`config.mk`:
```
export PLATFORM = sky130hd
export DESIGN_NAME = seg_scan_driver
export DESIGN_NICKNAME = d
export VERILOG_FILES = /design/src/rtl/seg_pkg.sv /design/src/rtl/bcd_to_seg7.sv /design/src/rtl/seg_scan_driver.sv
export SDC_FILE = /design/constraint.sdc
export NUM_CORES = 1
export LEC_CHECK = 0
export CAP_MARGIN = 25
export CORE_MARGIN = 4
export CORE_UTILIZATION = 58
export DETAILED_ROUTE_END_ITERATION = 16
export GPL_TIMING_DRIVEN = 1
export PLACE_DENSITY = 0.85
export SLEW_MARGIN = 20
export SYNTH_ARGS = -nofsm -noshare
export SYNTH_HDL_FRONTEND = slang
export SYNTH_SLANG_ARGS = --single-unit
```
`constraint.sdc`:
```
create_clock -name clk -period 6.35 [get_ports clk]
set_input_delay 1.905 -clock clk [delete_from_list [all_inputs] [get_ports clk]]
set_output_delay 1.905 -clock clk [all_outputs]
set_load 0.005 [all_outputs]
```
`src/rtl/seg_pkg.sv`:
```
// Shared constants for the seven-segment scan driver: segment patterns {g,f,e,d,c,b,a}
// and the scan FSM state encoding.
package seg_pkg;

  localparam logic [6:0] SEG_0     = 7'b0111111;
  localparam logic [6:0] SEG_1     = 7'b0000110;
  localparam logic [6:0] SEG_2     = 7'b1011011;
  localparam logic [6:0] SEG_3     = 7'b1001111;
  localparam logic [6:0] SEG_4     = 7'b1100110;
  localparam logic [6:0] SEG_5     = 7'b1101101;
  localparam logic [6:0] SEG_6     = 7'b1111101;
  localparam logic [6:0] SEG_7     = 7'b0000111;
  localparam logic [6:0] SEG_8     = 7'b1111111;
  localparam logic [6:0] SEG_9     = 7'b1101111;
  localparam logic [6:0] SEG_DASH  = 7'b1000000;
  localparam logic [6:0] SEG_BLANK = 7'b0000000;

  localparam logic [1:0] ST_IDLE = 2'd0;
  localparam logic [1:0] ST_SHOW = 2'd1;
  localparam logic [1:0] ST_GAP  = 2'd2;

  typedef enum logic [1:0] {
    IDLE = ST_IDLE,
    SHOW = ST_SHOW,
    GAP  = ST_GAP
  } scan_state_t;

endpackage

```
`src/rtl/bcd_to_seg7.sv`:
```
// Combinational BCD to seven-segment decode; non-decimal codes show a dash.
module bcd_to_seg7
  import seg_pkg::*;
(
  input  logic [3:0] bcd,
  output logic [6:0] seg_c
);

  always_comb begin
    seg_c = SEG_DASH;
    case (bcd)
      4'd0:    seg_c = SEG_0;
      4'd1:    seg_c = SEG_1;
      4'd2:    seg_c = SEG_2;
      4'd3:    seg_c = SEG_3;
      4'd4:    seg_c = SEG_4;
      4'd5:    seg_c = SEG_5;
      4'd6:    seg_c = SEG_6;
      4'd7:    seg_c = SEG_7;
      4'd8:    seg_c = SEG_8;
      4'd9:    seg_c = SEG_9;
      default: seg_c = SEG_DASH;
    endcase
  end

endmodule

```
`src/rtl/seg_scan_driver.sv`:
```
// Time-multiplexed 6-digit seven-segment scanner with per-frame snapshot, blink and
// leading-zero blanking. Optional SEG_DIMMING_EN adds a brightness[1:0] PWM window.
module seg_scan_driver
  import seg_pkg::*;
#(
  parameter int unsigned DIGITS     = 6,
  parameter int unsigned SCAN_DIV   = 4,
  parameter int unsigned BLINK_HALF = 250
) (
  input  logic                  clk,
  input  logic                  rst,
  input  logic                  enable,
  input  logic [4*DIGITS-1:0]   bcd_in,
  input  logic [DIGITS-1:0]     blink_mask,
  input  logic                  blank_lz,
  input  logic [DIGITS-1:0]     dp_mask,
`ifdef SEG_DIMMING_EN
  input  logic [1:0]            brightness,
`endif
  output logic [6:0]            seg_out,
  output logic                  dp_out,
  output logic [DIGITS-1:0]     dig_sel,
  output logic                  frame_tick
);

  localparam int unsigned IDX_W = (DIGITS > 1) ? $clog2(DIGITS) : 1;
  localparam int unsigned DIV_W = $clog2(SCAN_DIV);
  localparam int unsigned BLK_W = (BLINK_HALF > 1) ? $clog2(BLINK_HALF) : 1;
  localparam int unsigned BCD_W = 4 * DIGITS;

  scan_state_t         state, state_d;
  logic [IDX_W-1:0]    idx, idx_d;
  logic [DIV_W-1:0]    div, div_d;
  logic [BCD_W-1:0]    snap_bcd, snap_bcd_d;
  logic [DIGITS-1:0]   snap_blink, snap_blink_d;
  logic [DIGITS-1:0]   snap_dp, snap_dp_d;
  logic                snap_lz, snap_lz_d;
  logic [BLK_W-1:0]    blink_cnt, blink_cnt_d;
  logic                blink_phase, blink_phase_d;
  logic                tick_d;
  logic                load;
  logic [3:0]          digit_d;
  logic                dp_sel_d;
  logic                blink_sel_d;
  logic [6:0]          seg_dec_c;
  logic                dim_off;
  logic [6:0]          seg_d;
  logic                dp_d;
  logic [DIGITS-1:0]   sel_d;
`ifdef SEG_DIMMING_EN
  logic [1:0]          snap_br, snap_br_d;
  logic [31:0]         dim_lim;
`endif

  // Next state: scan sequencing, snapshot capture and the free-running blink timer
  always_comb begin
    state_d       = state;
    idx_d         = idx;
    div_d         = div;
    snap_bcd_d    = snap_bcd;
    snap_blink_d  = snap_blink;
    snap_dp_d     = snap_dp;
    snap_lz_d     = snap_lz;
    tick_d        = 1'b0;
    load          = 1'b0;
    blink_cnt_d   = blink_cnt + BLK_W'(1);
    blink_phase_d = blink_phase;
`ifdef SEG_DIMMING_EN
    snap_br_d     = snap_br;
`endif

    if (blink_cnt == BLK_W'(BLINK_HALF - 1)) begin
      blink_cnt_d   = '0;
      blink_phase_d = ~blink_phase;
    end

    if (!enable) begin
      state_d = IDLE;
      idx_d   = '0;
      div_d   = '0;
    end else begin
      case (state)
        IDLE: begin
          state_d = SHOW;
          idx_d   = '0;
          div_d   = '0;
          load    = 1'b1;
        end
        SHOW: begin
          if (div == DIV_W'(SCAN_DIV - 1)) begin
            state_d = GAP;
            div_d   = '0;
          end else begin
            div_d = div + DIV_W'(1);
          end
        end
        GAP: begin
          state_d = SHOW;
          div_d   = '0;
          if (idx == IDX_W'(DIGITS - 1)) begin
            idx_d = '0;
            load  = 1'b1;
          end else begin
            idx_d = idx + IDX_W'(1);
          end
        end
        default: state_d = IDLE;
      endcase
    end

    // A new frame starts: freeze all display inputs for its duration
    if (load) begin
      snap_bcd_d   = bcd_in;
      snap_blink_d = blink_mask;
      snap_dp_d    = dp_mask;
      snap_lz_d    = blank_lz;
      tick_d       = 1'b1;
`ifdef SEG_DIMMING_EN
      snap_br_d    = brightness;
`endif
    end
  end

  // Select the snapshot fields of the digit that will be lit next cycle
  always_comb begin
    digit_d     = 4'd0;
    dp_sel_d    = 1'b0;
    blink_sel_d = 1'b0;
    for (int unsigned i = 0; i < DIGITS; i++) begin
      if (idx_d == IDX_W'(i)) begin
        digit_d     = snap_bcd_d[4*i +: 4];
        dp_sel_d    = snap_dp_d[i];
        blink_sel_d = snap_blink_d[i];
      end
    end
  end

  bcd_to_seg7 u_dec (
    .bcd   (digit_d),
    .seg_c (seg_dec_c)
  );

`ifdef SEG_DIMMING_EN
  always_comb begin
    dim_lim = ((32'(snap_br_d) + 32'd1) * 32'(SCAN_DIV)) / 32'd4;
    dim_off = (32'(div_d) >= dim_lim);
  end
`else
  assign dim_off = 1'b0;
`endif

  // Output values for the coming cycle; blanking keeps the digit selected
  always_comb begin
    seg_d = SEG_BLANK;
    dp_d  = 1'b0;
    sel_d = '0;
    if (state_d == SHOW) begin
      sel_d = DIGITS'(1) << idx_d;
      if (!((blink_sel_d && blink_phase_d) ||
            (snap_lz_d && (idx_d == IDX_W'(DIGITS - 1)) && (digit_d == 4'd0)) ||
            dim_off)) begin
        seg_d = seg_dec_c;
        dp_d  = dp_sel_d;
      end
    end
  end

  always_ff @(posedge clk or negedge rst) begin
    if (!rst) begin
      state       <= IDLE;
      idx         <= '0;
      div         <= '0;
      snap_bcd    <= '0;
      snap_blink  <= '0;
      snap_dp     <= '0;
      snap_lz     <= 1'b0;
      blink_cnt   <= '0;
      blink_phase <= 1'b0;
      seg_out     <= SEG_BLANK;
      dp_out      <= 1'b0;
      dig_sel     <= '0;
      frame_tick  <= 1'b0;
`ifdef SEG_DIMMING_EN
      snap_br     <= 2'd0;
`endif
    end else begin
      state       <= state_d;
      idx         <= idx_d;
      div         <= div_d;
      snap_bcd    <= snap_bcd_d;
      snap_blink  <= snap_blink_d;
      snap_dp     <= snap_dp_d;
      snap_lz     <= snap_lz_d;
      blink_cnt   <= blink_cnt_d;
      blink_phase <= blink_phase_d;
      seg_out     <= seg_d;
      dp_out      <= dp_d;
      dig_sel     <= sel_d;
      frame_tick  <= tick_d;
`ifdef SEG_DIMMING_EN
      snap_br     <= snap_br_d;
`endif
    end
  end

endmodule

```
Word level (Yosys, flattened, before mapping)
Memories as Yosys holds them, arrays and structs flattened. Index checks and enable logic that the tools add are counted.

Flip-flop bits (word level): 68. Output and inout port bits: 15. Word-level logic and storage cells: 81. Bits of input ports: 40. Memories kept: 1. ROM bits: 112.

$add $sub $neg: 3. Shift-type cells: 1. Bitwise gates (word level): 1. Equality and inequality tests: 12. Muxes and demuxes: 42. Reductions and logical operators: 8.

Memories: (name not given) (words 16, bits a word 7, rd ports 1, clocked after Yosys merged registers in 0, wr ports 0, line bcd_to_seg7.sv:11) `case (bcd)`.

Operators with widths (number): 2-to-1 mux 24 bit (1); 2-to-1 mux 4 bit (6); 2-to-1 mux 1 bit (19); 2-to-1 mux 6 bit (3); 2-to-1 mux 7 bit (2); equality test 3 bit, second input constant (3); adder 8 x 1 -> 8 bit, second input constant (1); equality test 8 bit, second input constant (1); 2-to-1 mux 2 bit (4); 2-to-1 mux 8 bit (1); case mux 2 bit (2 select lines) (2); equality test 3 x 2 -> 1 bit, second input constant (2); 2-to-1 mux 3 bit (2); case mux 3 bit (2 select lines) (1); << shifter 1 x 3 -> 6 bit, first input constant (1); equality test 2 x 1 -> 1 bit, second input constant (2); equality test 2 bit, second input constant (2); zero test 4 bit (1); adder 3 x 1 -> 3 bit, second input constant (1); equality test 3 x 1 -> 1 bit, second input constant (1); logical AND 1 bit (3); zero test 3 bit (1); inequality test 3 x 2 -> 1 bit, second input constant (1); adder 2 x 1 -> 2 bit, second input constant (1); other kinds (5) (5).

Longest topological paths before layout
Gate-level depths: netlist of the first run.

Depth after elaboration: 16. Depth in mapped cells: 17. Mapped depth without buffers: 12.

Cells and area by module
Synthesis of the first run repeated with hierarchy kept, for this count alone.

Cells, all modules: 301. Area total of the unflattened synthesis: 3458.3 um2.

Modules (own cells, without submodules): seg_scan_driver (times used 1, area an instance 3233.1 um2, cells an instance 272); bcd_to_seg7 (times used 1, area an instance 225.2 um2, cells an instance 29).

Least setup slack after synthesis of the first run
No wires, ideal clock.

Path type: input-to-reg. From: input port enable. To: register seg_out[1]. Arrival time: 4642 ps. Path slack: 1551 ps. Path buffers: 3. Data required time: 6193 ps. Stages on the path: 15. Cell sequence: nand2b_2 > a21oi_4 > buf_6 > buf_4 > mux2_2 > a221oi_1 > a21oi_1 > a211oi_1 > a2bb2oi_1 > ha_1 > inv_1 > a221oi_1 > and3_1 > buf_6 > a2111oi_1.

RTL lines: start: declaration (line seg_scan_driver.sv:12) `input logic enable,`; 2-to-1 mux 1 bit (*) (line seg_scan_driver.sv:77) `if (!enable) begin`; 2-to-1 mux 24 bit (*) (line seg_scan_driver.sv:112) `if (load) begin`; net snap_bcd_d[4] (line seg_scan_driver.sv:34) `logic [BCD_W-1:0] snap_bcd, snap_bcd_d;`; 2-to-1 mux 4 bit (*) (5 in series) (line seg_scan_driver.sv:130) `if (idx_d == IDX_W'(i)) begin`; branches (longest 3 deep; another with memory (16 x 7 bit)); 2-to-1 mux 7 bit (*) (line seg_scan_driver.sv:159) `if (!((blink_sel_d && blink_phase_d) ||`; 2-to-1 mux 7 bit (*) (line seg_scan_driver.sv:157) `if (state_d == SHOW) begin`; net seg_d[1] (line seg_scan_driver.sv:47) `logic [6:0] seg_d;`; end signal: assignment (line seg_scan_driver.sv:196) `seg_out <= seg_d;`; end: declaration (line seg_scan_driver.sv:20) `output logic [6:0] seg_out,`.

Mark *: on every way through the listed nets, which the timed path passes. A chain may end at the register's enable or synchronous reset.

Worst setup path after layout of the first run
From: input port enable. To: register seg_out[1].

Word-level cells in the longest chain between the ends: 13.

Ends and longest elaborated chain (line): 2-to-1 mux 1 bit (*) (seg_scan_driver.sv:77); 2-to-1 mux 24 bit (*) (seg_scan_driver.sv:112); net snap_bcd_d[0] (seg_scan_driver.sv:34); 2-to-1 mux 4 bit (*) (6 in series) (seg_scan_driver.sv:130); branches (longest 3 deep; another with memory (16 x 7 bit)); 2-to-1 mux 7 bit (*) (seg_scan_driver.sv:159); 2-to-1 mux 7 bit (*) (seg_scan_driver.sv:157); net seg_d[1] (seg_scan_driver.sv:47).

Marked as above.

==> impl_results.md, run 1 <==
- Worst hold slack: 0.481 ns
- Instance count of the mapped netlist: 299
- Cell seen most often among critical-path stages: sky130_fd_sc_hd__a221oi_1
- Placed inst area: 4040 sq um
- Cell area after technology mapping: 3480 sq um
- Clock latency on the worst-skew pair: 0.35 ns
- Distinct cell type count of the synthesized netlist: 70
- Post-layout minimum cycle time: 5.64 ns
- Fill cell instance count of the final layout: 407
- Max stage delay on crit path: 0.70 ns
- Max clock buf depth: 2
- Count of flip-flops with a built-in enable after synthesis: 0
- Global-route wire length before repair: 12900 microns
- Final slew viol count: 0
- Clock tree from TritonCTS: built
- Unrepaired setup endpoints after global routing: no
- Starting Density: 61.4%
- Setup Viol. Count Final: 0
- Worst Max-Slew Pin Slew: 0.836 ns
- Root cell of the clock tree: sky130_fd_sc_hd__clkbuf_8
- Level count of the clock H-tree: 3
- Total global routing overflow: 0
- Vias in the first global route: 2575
- Mean routed wirelength per cell: 17.9 microns
- CP cell instances: clkdlybuf4s50_1 > nand2b_2 > a21oi_4 > mux2_2 > a221oi_1 > a21oi_1 > a211oi_1 > a2bb2oi_1 > ha_1 > inv_1 > a221oi_1 > and3_1 > a2111oi_1
- Worst endpoint data arrival time: 5.82 ns
- Area of the core: 5680 sq um
- Count of instances resized after the clock tree is built: 0
- Pwr Density: 252 nW/um^2
- Synth warn: 0
- Hold WC Path Type: reg -> reg
- Number of max-cap violations: 0
- Data required time of the worst path: 6.53 ns
- Hold bufs inserted after CTS: 0
- Most common cell in the netlist: sky130_fd_sc_hd__dfrtp_1
- Final routed DRC violation total: 0
- Clock Skews: 0.0130 ns
- Global-route usage over all layers: 22.9%
- Number of synthesized register bits: 68
- Pre-antenna DRT Iters: 4
- Die boundary width: 85.5 microns
- Number of nets with antenna violations after detailed routing: 0
- Number of rows created at floorplan: 27
- Slowest cell on the critical path: sky130_fd_sc_hd__clkdlybuf4s50_1
- Biggest area contributors in the synthesized netlist: sky130_fd_sc_hd__dfrtp_1, sky130_fd_sc_hd__mux2_2, sky130_fd_sc_hd__ha_1
- Placed wire-length estimate after detailed placement: 5580 microns
- Full die area: 7310 sq um
- Final core utilization: 75.4%
- Post-DR vias/cell: 5.82
- Final period util: 88.8%
- Clock buffers created by TritonCTS: 9
- Layout Cell Area excl Fill: 4280 sq um
- Via count: 2510
- Pin count of the biggest net entering global routing: 69
- Routed wire length: 7710 microns
- Vert. Die Dim: 85.5 microns
- Count of buffers from port buffering: 54
- # clock sinks: 68
- Number of antenna violations at the first check in global routing: 0
- Number of hold-slack violations in the final timing report: 0
- Layout cell share with drive strength beyond 1: 18.9%
- Clock transition at the registers of the reported paths: 0.07 ns
- Worst slew margin: 44.3%
- Ports placed on the boundary: 55
- Relative area change from synthesis to final layout: 22.8%
- Crit path launch type: primary input
- Critical path capture point type: flop
- Area leader, netlist: sky130_fd_sc_hd__dfrtp_1
- Critical-path maximum fanout: 13
- Highest Clock Rate: 177 MHz
- Fraction of registers with async set/reset: 100%
- Sequential element share of the synthesized area: 48.8%
- RD Place Congestion: 0.877
- Total area of multi-input combinational cells: 1620 sq um
- Syn_nets: 348
- Total Power: 1080 uW
- Status: finished clean
- Ant diodes: 0
- Post-Synthesis Mean Instance Area: 11.7 sq um
- Critical setup path kind: in -> reg
- Post-synth top flop: sky130_fd_sc_hd__dfrtp_1
- Area of all sequential standard cells: 1700 sq um
- Fraction of post-synthesis cell area in the top cell type by area: 48.8%
- Nets: 403
- Starting DRC count in detailed routing: 192
- Highest ir drop seen on vdd: 171 uV
- Leading cell types by count after synthesis: sky130_fd_sc_hd__dfrtp_1, sky130_fd_sc_hd__mux2_2, sky130_fd_sc_hd__inv_1
- Aggregate negative setup slack: 0 ns
- Lkg Pwr: 0.00186 uW
- Postcts setup bufs: 0
-- area by class of cell --
class                      instances  share of cell area [%]
clock buffer                      13                    3.95
inverter                          19                    1.78
clock inverter                     3                    1.58
tap                               72                    2.11
sequential                        68                    39.8
timing repair buffer              57                    13.0
multi-input combinational        199                    37.8
-- cells in the final DEF, fill, tap and decap left out, types with 5 or more instances in the layout --
cell                              netlist  routed
sky130_fd_sc_hd__clkdlybuf4s50_1        0      53
sky130_fd_sc_hd__nor2_1                17      17
sky130_fd_sc_hd__mux2i_1                6       6
sky130_fd_sc_hd__a21oi_1               11      11
sky130_fd_sc_hd__nand3_1                5       5
sky130_fd_sc_hd__ha_1                   9       9
sky130_fd_sc_hd__clkbuf_8               0      12
sky130_fd_sc_hd__nand2_1               14      14
sky130_fd_sc_hd__nand2b_1               6       6
sky130_fd_sc_hd__inv_1                 18      18
sky130_fd_sc_hd__mux2_2                28      28
sky130_fd_sc_hd__dfrtp_1               68      68
sky130_fd_sc_hd__o21ai_0               10      10
-- report_power, final --
group	internal [uW]	total [uW]	switching (uW)
Clock	254	415	161
Sequential	476	490	13.7
Combinational	94.2	174	79.7
Total	824	1080	255
-- stage by stage --
step                setup WS, ns  instances
floorplan                   1.55        299
global placement           0.608        415
detailed placement         0.367        415
CTS                        0.709        431
global route               0.423        431
finish                     0.713        431
-- sequential cells by signal (all words and copies together) (netlist names), 2 cells and up --
register / flops
state: 2
dig_sel: 6
blink_cnt: 8
snap_dp: 6
seg_out: 7
snap_bcd: 24
div: 2
snap_blink: 6
idx: 3
-- final timing paths --
kind / to / slack [ns] / depth (start not counted) / startpoint
max: seg_out[1] / 0.71 / 13 / enable
min: snap_bcd[9] / 0.48 / 2 / snap_bcd[9]
max reg2reg: seg_out[1] / 2.14 / 12 / idx[2]
min reg2reg: snap_bcd[9] / 0.48 / 2 / snap_bcd[9]
max in group asynchronous: snap_bcd[13] / 4.05 / 2 / rst
min in group asynchronous: dig_sel[1] / 1.73 / 2 / rst
-- critical path: cells and delay by family --
| kind | cells | cell delay, ns |
|---|---|---|
| fa+ha+maj | 1 | 0.22 |
| buf+inv | 2 | 0.74 |
| simple gates | 2 | 0.63 |
| compound gates | 7 | 1.91 |
| mux | 1 | 0.40 |
-- logic make-up after synthesis --
| kind of cell | share of synthesized area [%] |
|---|---|
| flip-flops | 48.8 |
| XOR/XNOR | 1.26 |
| multiplexers | 12.2 |
| buffers and inverters | 4.81 |
| AND/OR/NAND/NOR | 13.5 |
| AO/OA/AOI/OAI | 16.2 |
| adder cells (fa/ha/maj) | 3.23 |
-- per-layer routing --
layer / wire length (microns) / vias to the layer above / GRT usage (%)
met1: 3360 / 1220 / 30.0
met3: 439 / 15 / 4.80
li1: - / 1204 / -
met2: 3720 / 71 / 37.0
met4: 180 / 0 / 9.93
met5: 0 / - / 0
(Power assumes the default switching activity.)
==> inputs of run 2 (changes only) <==
- TNS_END_PERCENT: not set -> 30
==> results of run 2 <==
Final layout, timing and power as in run 1 (identical DEF).
